## config.mk

```make
export PLATFORM = sky130hd
export DESIGN_NAME = mpc_pipe_arbiter
export DESIGN_NICKNAME = d
export VERILOG_FILES = /design/src/rtl/mpc_pipe_arbiter.sv
export SDC_FILE = /design/constraint.sdc
export NUM_CORES = 1
export LEC_CHECK = 0
export ABC_CLOCK_PERIOD_IN_PS = 2420
export BUFFER_PORTS_ARGS = -buffer_cell sky130_fd_sc_hd__buf_2
export CORE_ASPECT_RATIO = 1.75
export CORE_UTILIZATION = 34
export DETAILED_ROUTE_END_ITERATION = 10
export GPL_TIMING_DRIVEN = 0
export PLACE_DENSITY = 0.69
export SYNTH_ARGS = -nofsm -noshare
export SYNTH_HDL_FRONTEND = slang
export SYNTH_SLANG_ARGS = --single-unit
```

## constraint.sdc

```tcl
create_clock -name clk_i -period 2.42 [get_ports clk_i]
set_input_delay 0.484 -clock clk_i [delete_from_list [all_inputs] [get_ports clk_i]]
set_output_delay 0.484 -clock clk_i [all_outputs]
set_load 0.05 [all_outputs]
```

## src/rtl/mpc_pipe_arbiter.sv

```systemverilog
// -----------------------------------------------------------------------------
// mpc_pipe_arbiter
//   Single-issue arbiter in front of the MPC cache tag/data pipeline. Three
//   requesters (refill RF, write-back WB, core CORE) compete for a one-entry
//   output register that feeds the pipeline. Each request is translated into
//   an internal pipeline command. A credit counter bounds how many issued ops
//   may be in flight, and an age counter keeps the core from starving behind
//   the higher-priority refill/write-back traffic.
//
// Ports
//   clk_i, rst_i                    clock, asynchronous active-high reset
//   core_valid_i/ready_o/op/addr/id core request (LOAD/STORE) handshake
//   wb_valid_i/ready_o/addr/id      write-back request handshake
//   rf_valid_i/ready_o/op/addr/id   refill request handshake
//   pipe_valid_o/ready_i            issue slot handshake to the pipeline
//   pipe_op_o/addr_o/id_o/src_o     issued command, address, id, source
//   pipe_retire_i                   one in-flight op has completed
//   credits_o                       free credits
//   err_o                           sticky protocol error
// -----------------------------------------------------------------------------
module mpc_pipe_arbiter #(
    parameter int ADDR_W     = 49,
    parameter int ID_W       = 4,
    parameter int CREDITS    = 4,
    parameter int STARVE_MAX = 8
) (
    input  logic                         clk_i,
    input  logic                         rst_i,
    input  logic                         core_valid_i,
    output logic                         core_ready_o,
    input  logic [2:0]                   core_op_i,
    input  logic [ADDR_W-1:0]            core_addr_i,
    input  logic [ID_W-1:0]              core_id_i,
    input  logic                         wb_valid_i,
    output logic                         wb_ready_o,
    input  logic [ADDR_W-1:0]            wb_addr_i,
    input  logic [ID_W-1:0]              wb_id_i,
    input  logic                         rf_valid_i,
    output logic                         rf_ready_o,
    input  logic [2:0]                   rf_op_i,
    input  logic [ADDR_W-1:0]            rf_addr_i,
    input  logic [ID_W-1:0]              rf_id_i,
    output logic                         pipe_valid_o,
    input  logic                         pipe_ready_i,
    output logic [2:0]                   pipe_op_o,
    output logic [ADDR_W-1:0]            pipe_addr_o,
    output logic [ID_W-1:0]              pipe_id_o,
    output logic [1:0]                   pipe_src_o,
    input  logic                         pipe_retire_i,
    output logic [$clog2(CREDITS+1)-1:0] credits_o,
    output logic                         err_o
);

    localparam int CRED_W = $clog2(CREDITS + 1);
    localparam int STV_W  = $clog2(STARVE_MAX + 1);

    // Core-side command encoding (mpc_command_e)
    localparam logic [2:0] MPC_OP_LOAD  = 3'd0;
    localparam logic [2:0] MPC_OP_STORE = 3'd1;

    // Pipeline command encoding (internal_command_e)
    typedef enum logic [2:0] {
        CACHE_OP_LOAD         = 3'd0,
        CACHE_OP_STORE        = 3'd1,
        CACHE_OP_WB           = 3'd4,
        CACHE_OP_LOAD_REFILL  = 3'd5,
        CACHE_OP_STORE_REFILL = 3'd6
    } internal_command_e;

    localparam logic [1:0] SRC_CORE = 2'd0;
    localparam logic [1:0] SRC_WB   = 2'd1;
    localparam logic [1:0] SRC_RF   = 2'd2;

    logic [STV_W-1:0]  starve_cnt;
    logic              slot_free;
    logic              force_core;
    logic              gnt_core;
    logic              gnt_wb;
    logic              gnt_rf;
    logic              any_gnt;
    logic [2:0]        nxt_op;
    logic [ADDR_W-1:0] nxt_addr;
    logic [ID_W-1:0]   nxt_id;
    logic [1:0]        nxt_src;
    logic              op_err;
    logic              retire_bad;
    logic              retire_ok;

    // Credits are sampled from the register, so a retire in a zero-credit
    // cycle only frees the slot for the following cycle.
    assign slot_free  = (!pipe_valid_o || pipe_ready_i) && (credits_o != '0) && !rst_i;
    assign force_core = core_valid_i && (starve_cnt == STV_W'(STARVE_MAX));

    always_comb begin
        gnt_core = 1'b0;
        gnt_wb   = 1'b0;
        gnt_rf   = 1'b0;
        if (slot_free) begin
            if (force_core)      gnt_core = 1'b1;
            else if (rf_valid_i) gnt_rf   = 1'b1;
            else if (wb_valid_i) gnt_wb   = 1'b1;
            else if (core_valid_i) gnt_core = 1'b1;
        end
    end

    assign core_ready_o = gnt_core;
    assign wb_ready_o   = gnt_wb;
    assign rf_ready_o   = gnt_rf;
    assign any_gnt      = gnt_core || gnt_wb || gnt_rf;

    // Payload selection and command mapping for the granted source
    always_comb begin
        nxt_op   = CACHE_OP_LOAD;
        nxt_addr = core_addr_i;
        nxt_id   = core_id_i;
        nxt_src  = SRC_CORE;
        op_err   = 1'b0;
        if (gnt_rf) begin
            nxt_op   = rf_op_i;
            nxt_addr = rf_addr_i;
            nxt_id   = rf_id_i;
            nxt_src  = SRC_RF;
            op_err   = (rf_op_i != CACHE_OP_LOAD_REFILL) && (rf_op_i != CACHE_OP_STORE_REFILL);
        end else if (gnt_wb) begin
            nxt_op   = CACHE_OP_WB;
            nxt_addr = wb_addr_i;
            nxt_id   = wb_id_i;
            nxt_src  = SRC_WB;
        end else if (gnt_core) begin
            case (core_op_i)
                MPC_OP_LOAD:  nxt_op = CACHE_OP_LOAD;
                MPC_OP_STORE: nxt_op = CACHE_OP_STORE;
                default: begin
                    // Illegal core op still consumes its grant so the
                    // requester is not stuck; it is flagged instead.
                    nxt_op = CACHE_OP_LOAD;
                    op_err = 1'b1;
                end
            endcase
        end
    end

    // A retire with every credit already free has nothing to return.
    assign retire_bad = pipe_retire_i && (credits_o == CRED_W'(CREDITS));
    assign retire_ok  = pipe_retire_i && !retire_bad;

    // Issue register stage: payload captured on the grant edge
    always_ff @(posedge clk_i or posedge rst_i) begin
        if (rst_i) begin
            pipe_valid_o <= 1'b0;
            pipe_op_o    <= '0;
            pipe_addr_o  <= '0;
            pipe_id_o    <= '0;
            pipe_src_o   <= '0;
            credits_o    <= CRED_W'(CREDITS);
            starve_cnt   <= '0;
            err_o        <= 1'b0;
        end else begin
            if (any_gnt) begin
                pipe_valid_o <= 1'b1;
                pipe_op_o    <= nxt_op;
                pipe_addr_o  <= nxt_addr;
                pipe_id_o    <= nxt_id;
                pipe_src_o   <= nxt_src;
            end else if (pipe_ready_i) begin
                pipe_valid_o <= 1'b0;
            end

            case ({any_gnt, retire_ok})
                2'b10:   credits_o <= credits_o - CRED_W'(1);
                2'b01:   credits_o <= credits_o + CRED_W'(1);
                default: credits_o <= credits_o;
            endcase

            if (core_valid_i && !core_ready_o) begin
                if (starve_cnt != STV_W'(STARVE_MAX))
                    starve_cnt <= starve_cnt + STV_W'(1);
            end else begin
                starve_cnt <= '0;
            end

            if ((any_gnt && op_err) || retire_bad)
                err_o <= 1'b1;
        end
    end

endmodule

```

[Word level (Yosys, flattened, before mapping)]
Cells that the tools add are included.
Operators by class
  add/subtract/negate cells: 3
  equal/unequal tests: 9
  muxes and demuxes: 31
  reductions and logical operators: 21
Operator list (count)
  49-bit 2-to-1 mux: 2
  1-bit 2-to-1 mux: 21
  4-bit 2-to-1 mux: 4
  1-bit logical AND: 8
  3-bit 2-to-1 mux: 2
  3-bit inequality test (second input constant): 2
  3-bit case mux with 2 select lines: 1
  4-bit by 1-bit adder with 4-bit output (second input constant): 1
  4-bit equality test (second input constant): 1
  1-bit logical NOT: 4
  1-bit logical OR: 4
  4-bit inequality test (second input constant): 1
  2-bit nonzero test: 2
  3-bit by 1-bit adder with 3-bit output (second input constant): 1
  3-bit by 1-bit equality test with 1-bit output (second input constant): 1
  3-bit equality test (second input constant): 1
  3-bit logical NOT: 1
  3-bit nonzero test: 1
  3-bit by 1-bit subtractor with 3-bit output (second input constant): 1
  2-bit by 1-bit equality test with 1-bit output (second input constant): 1
  2-bit equality test (second input constant): 1
  2-bit 2-to-1 mux: 1
  2-bit by 1-bit inequality test with 1-bit output (second input constant): 1
  2-bit OR reduction: 1
Storage, ports and cells
  register bits after elaboration: 67
  bits of input ports: 172
  output and inout bits: 66
  logic and storage cells: 72

[Longest topological paths before layout]
  depth after elaboration: 10
  mapped depth: 11
  mapped depth without buffers: 8

[Worst setup path after synthesis]
No wires, ideal clock.
  kind: reg-to-output
  from: reg credits_o[0]
  to: out wb_ready_o
  data arrival time: 2571 ps
  setup slack: -635 ps
  cell stages (with the launch flop): 6
  buffers on the path: 2
  path through: dfrtp_1 > nor3_1 > or3_1 > clkbuf_1 > buf_6 > nor3_1
On the way
  longest elaborated chain between the ends: 4
Ends and longest elaborated chain
  start, declared: line 50  | output logic [$clog2(CREDITS+1)-1:0] credits_o,
  start signal, assigned: line 155  | credits_o <= CRED_W'(CREDITS);
  start signal, assigned: line 170  | 2'b10: credits_o <= credits_o - CRED_W'(1);
  start signal, assigned: line 171  | 2'b01: credits_o <= credits_o + CRED_W'(1);
  3-bit nonzero test: line 91  | assign slot_free = (!pipe_valid_o || pipe_ready_i) && (credits_o != '0) && !rst_i;
  1-bit logical AND (2 in a row): line 91
  1-bit 2-to-1 mux: line 98  | if (slot_free) begin
  end, declared: line 35  | output logic wb_ready_o,
No other way between the ends.

[Final worst setup path]
  from: reg credits_o[2]
  to: out wb_ready_o
Same word-level chain as after synthesis.

==> results.py <==
metrics = {
    "logic_synthesis": {
        "synth_nets": 565,
        "synth_edf_count": 0,
        "postSynth.asyncResetShare_pct": 100,
        "synth.yosys.seq_area_share_pct": 45.2,
        "ys.flop_type": "dfrtp_1",
        "synth_top_area_share_pct": 44.5,
        "synth_area_leaders": "dfrtp_1, o22ai_1, nor4_1, o31ai_2, o31ai_1",
        "syn_avg_cell_area_um2": 9.55,
        "syn_area_um2": 3710,
        "ys_warn_count": 0,
        "ys_types": 42,
        "synth_seq_cells": 67,
        "synthCells": 389,
        "synth_top_cell_by_area": "dfrtp_1",
    },
    "floorplanning": {
        "num_rows": 50,
        "die_x_um": 81.0,
        "start_util_pct": 34.9,
        "io_pins": 238,
        "coreArea_um2": 10600,
        "die-area_um2": 11400,
        "fp.dieH_um": 140,
    },
    "job": {
        "maxCapViolCount": 0,
    },
    "clocking": {
        "clockRootBuffer": "clkbuf_16",
        "cts_buffers": 9,
        "insertion_delay_ps": 330,
        "clockBufferDepth": 2,
        "ctsHoldBuffers": 0,
        "path_clk_slew_ps": 60,
        "cts_sinks": 67,
        "cts_tree": "built",
        "htreeDepth": 3,
    },
    "finish": {
        "final_cell_mix": "buf_2, dfrtp_1, nand2_1",
        "antenna_cells": 0,
        "layout_commonest_cell": "buf_2",
        "stdcell_count": 771,
        "drive_above_1_share_pct": 48.4,
        "finalNetCount": 813,
        "areaGrowthSynthToFinish_pct": 47.4,
    },
    "critical_path": {
        "worstPathMaxFanout": 10,
        "worst_r2r_path_depth": 6,
        "r2r_start": "credits_o[2]",
        "crit_end": "wb_ready_o",
        "r2r_setup_slack_ps": 60,
        "crit_type": "register to output pin",
        "worstPathArrival_ps": 1940,
        "cp-startpoint": "credits_o[2]",
        "start_kind": "register",
        "worstPathRequired_ps": 1940,
        "rr_endpoint": "credits_o[1]",
        "end_kind": "output pin",
    },
    "place": {
        "detailed_place_hpwl_um": 10300,
        "dp_cells": 756,
        "io_buffers": 237,
        "place_ws_ps": -275,
        "place_congestion": 0.854,
    },
    "timing": {
        "fin_crit_ps": 2430,
        "maxSlewHeadroom_pct": 42.9,
        "fin_setup_tns_ps": -6.41,
        "min_period_over_period_pct": 100,
        "fin_skew_ps": 9.52,
        "setup_viol": 1,
        "max_slew.worst_pin.slew_ps": 856,
        "finalHoldViolations": 0,
        "slew_violations": 0,
        "rsz0062_at_grt": "true",
        "fmax_ghz": 0.412,
        "timing.final.ws_setup_ps": -6.41,
    },
    "grt": {
        "grt_overflow": 0,
        "grt_pass1_wl_um": 21200,
        "grt_max_degree": 68,
        "grt_util_all_layers_pct": 24.6,
        "grt_pass1_vias": 4178,
        "antenna_found_initial": 0,
    },
    "detailed_routing": {
        "routed_wirelength_um": 13600,
        "drt-initial-drc-count": 255,
        "post_drt_wl_per_cell_um": 17.7,
        "num_vias": 4259,
        "via_per_inst": 5.52,
        "antenna_left": 0,
        "drc": 0,
        "first_pass_iters": 4,
    },
    "run_status": {
        "status": "finished with violations",
        "violations": "setup timing",
    },
    "pwr": {
        "report.power.total_mw": 7.13,
        "p_per_area_nw_per_um2": 1300,
        "ir_drop_v": 0.000637,
        "leakage_nw": 2.61,
    },
    "hold_path": {
        "hp-class": "input port to async pin",
    },
}
-- layout make-up --
cell class                 instances  area, um2
multi-input combinational        272       1860
clock buffer                      12        246
tap                              130        163
sequential                        67       1680
timing repair buffer             241       1230
buffer                            40        220
inverter                           6       25.0
clock inverter                     3       40.0
fill                            1051       5160
-- flip-flops by register name (all words and copies together), names as in the netlist --
name,cells
pipe_id_o,4
credits_o,3
err_o,1
pipe_op_o,3
starve_cnt,4
pipe_src_o,2
pipe_valid_o,1
pipe_addr_o,49
-- metrics by stage --
stage / utilization [%] / hold slack, ps / cell area (um2)
2_1_floorplan: - / 542 / 3760
6_report: 51.5 / 369 / 5470
4_1_cts: 51.2 / 397 / 5450
5_1_grt: 51.5 / 430 / 5470
3_5_place_dp: 48.0 / 460 / 5110
3_3_place_gp: 48.0 / 458 / 5110
-- worst min path at each step --
stage / end / startpoint / slack, ps / cells past startpoint
6_report: pipe_addr_o[7] / rst_i / 370 / 2
5_1_grt: pipe_op_o[1] / rf_op_i[1] / 430 / 2
4_1_cts: pipe_addr_o[7] / rst_i / 400 / 2
3_5_place_dp: pipe_addr_o[3] / pipe_addr_o[3] / 460 / 2
3_3_place_gp: pipe_addr_o[0] / pipe_addr_o[0] / 460 / 2
2_1_floorplan: starve_cnt[3] / starve_cnt[3] / 540 / 3
-- power by group --
group | internal, mW | total (mW) | switching [mW]
registers | 1.65 | 1.95 | 0.299
logic | 1.02 | 3.91 | 2.88
clock network | 0.816 | 1.28 | 0.460
total | 3.49 | 7.13 | 3.64
-- worst max-delay path, cell delays in order (launching register included) --
cell and delay [ps]:
dfstp_4 630, nor3_4 50, or3_4 420, buf_12 160, nor3_4 140, buf_6 190
-- routing by layer --
metal / track usage (%) / part of all wire [%] / routed length (um)
met5: 0 / 0 / 0
met4: 10.7 / 3.8 / 519
met3: 4.17 / 5.0 / 680
met2: 42.7 / 53 / 7250
met1: 28.7 / 38 / 5170
-- timing repair --
item                                    in CTS  in global routing
endpoints found under the setup margin       5                 36
buffers inserted                             3                  1
resized for setup                           12                 19
pin swaps                                    0                  3
endpoints found under the hold margin        0                  0
-- cells in the mapped netlist (2+ instances only) --
| cell type | number |
|---|---|
| a21boi_0 | 2 |
| a21oi_1 | 3 |
| buf_1 | 3 |
| buf_2 | 6 |
| buf_6 | 6 |
| clkbuf_1 | 27 |
| dfrtp_1 | 66 |
| ha_1 | 3 |
| inv_1 | 6 |
| nand2_1 | 57 |
| nand2b_1 | 4 |
| nand3_1 | 2 |
| nor2_1 | 6 |
| nor3_1 | 5 |
| nor4_1 | 53 |
| o21ai_0 | 4 |
| o22ai_1 | 54 |
| o31ai_1 | 30 |
| o31ai_2 | 23 |
| or3_1 | 2 |
| xnor2_1 | 4 |
| xor2_1 | 3 |
-- kinds of logic after synthesis --
family,synth area share [%]
AOI/OAI and AO/OA,26.0
xor gates and xnor gates,1.65
adders and majority gates,1.55
buffers and inverters,6.60
DFF,45.2
muxes,0.303
and+or+nand+nor,18.7
Note: power is estimated with default switching activity, not from simulation.
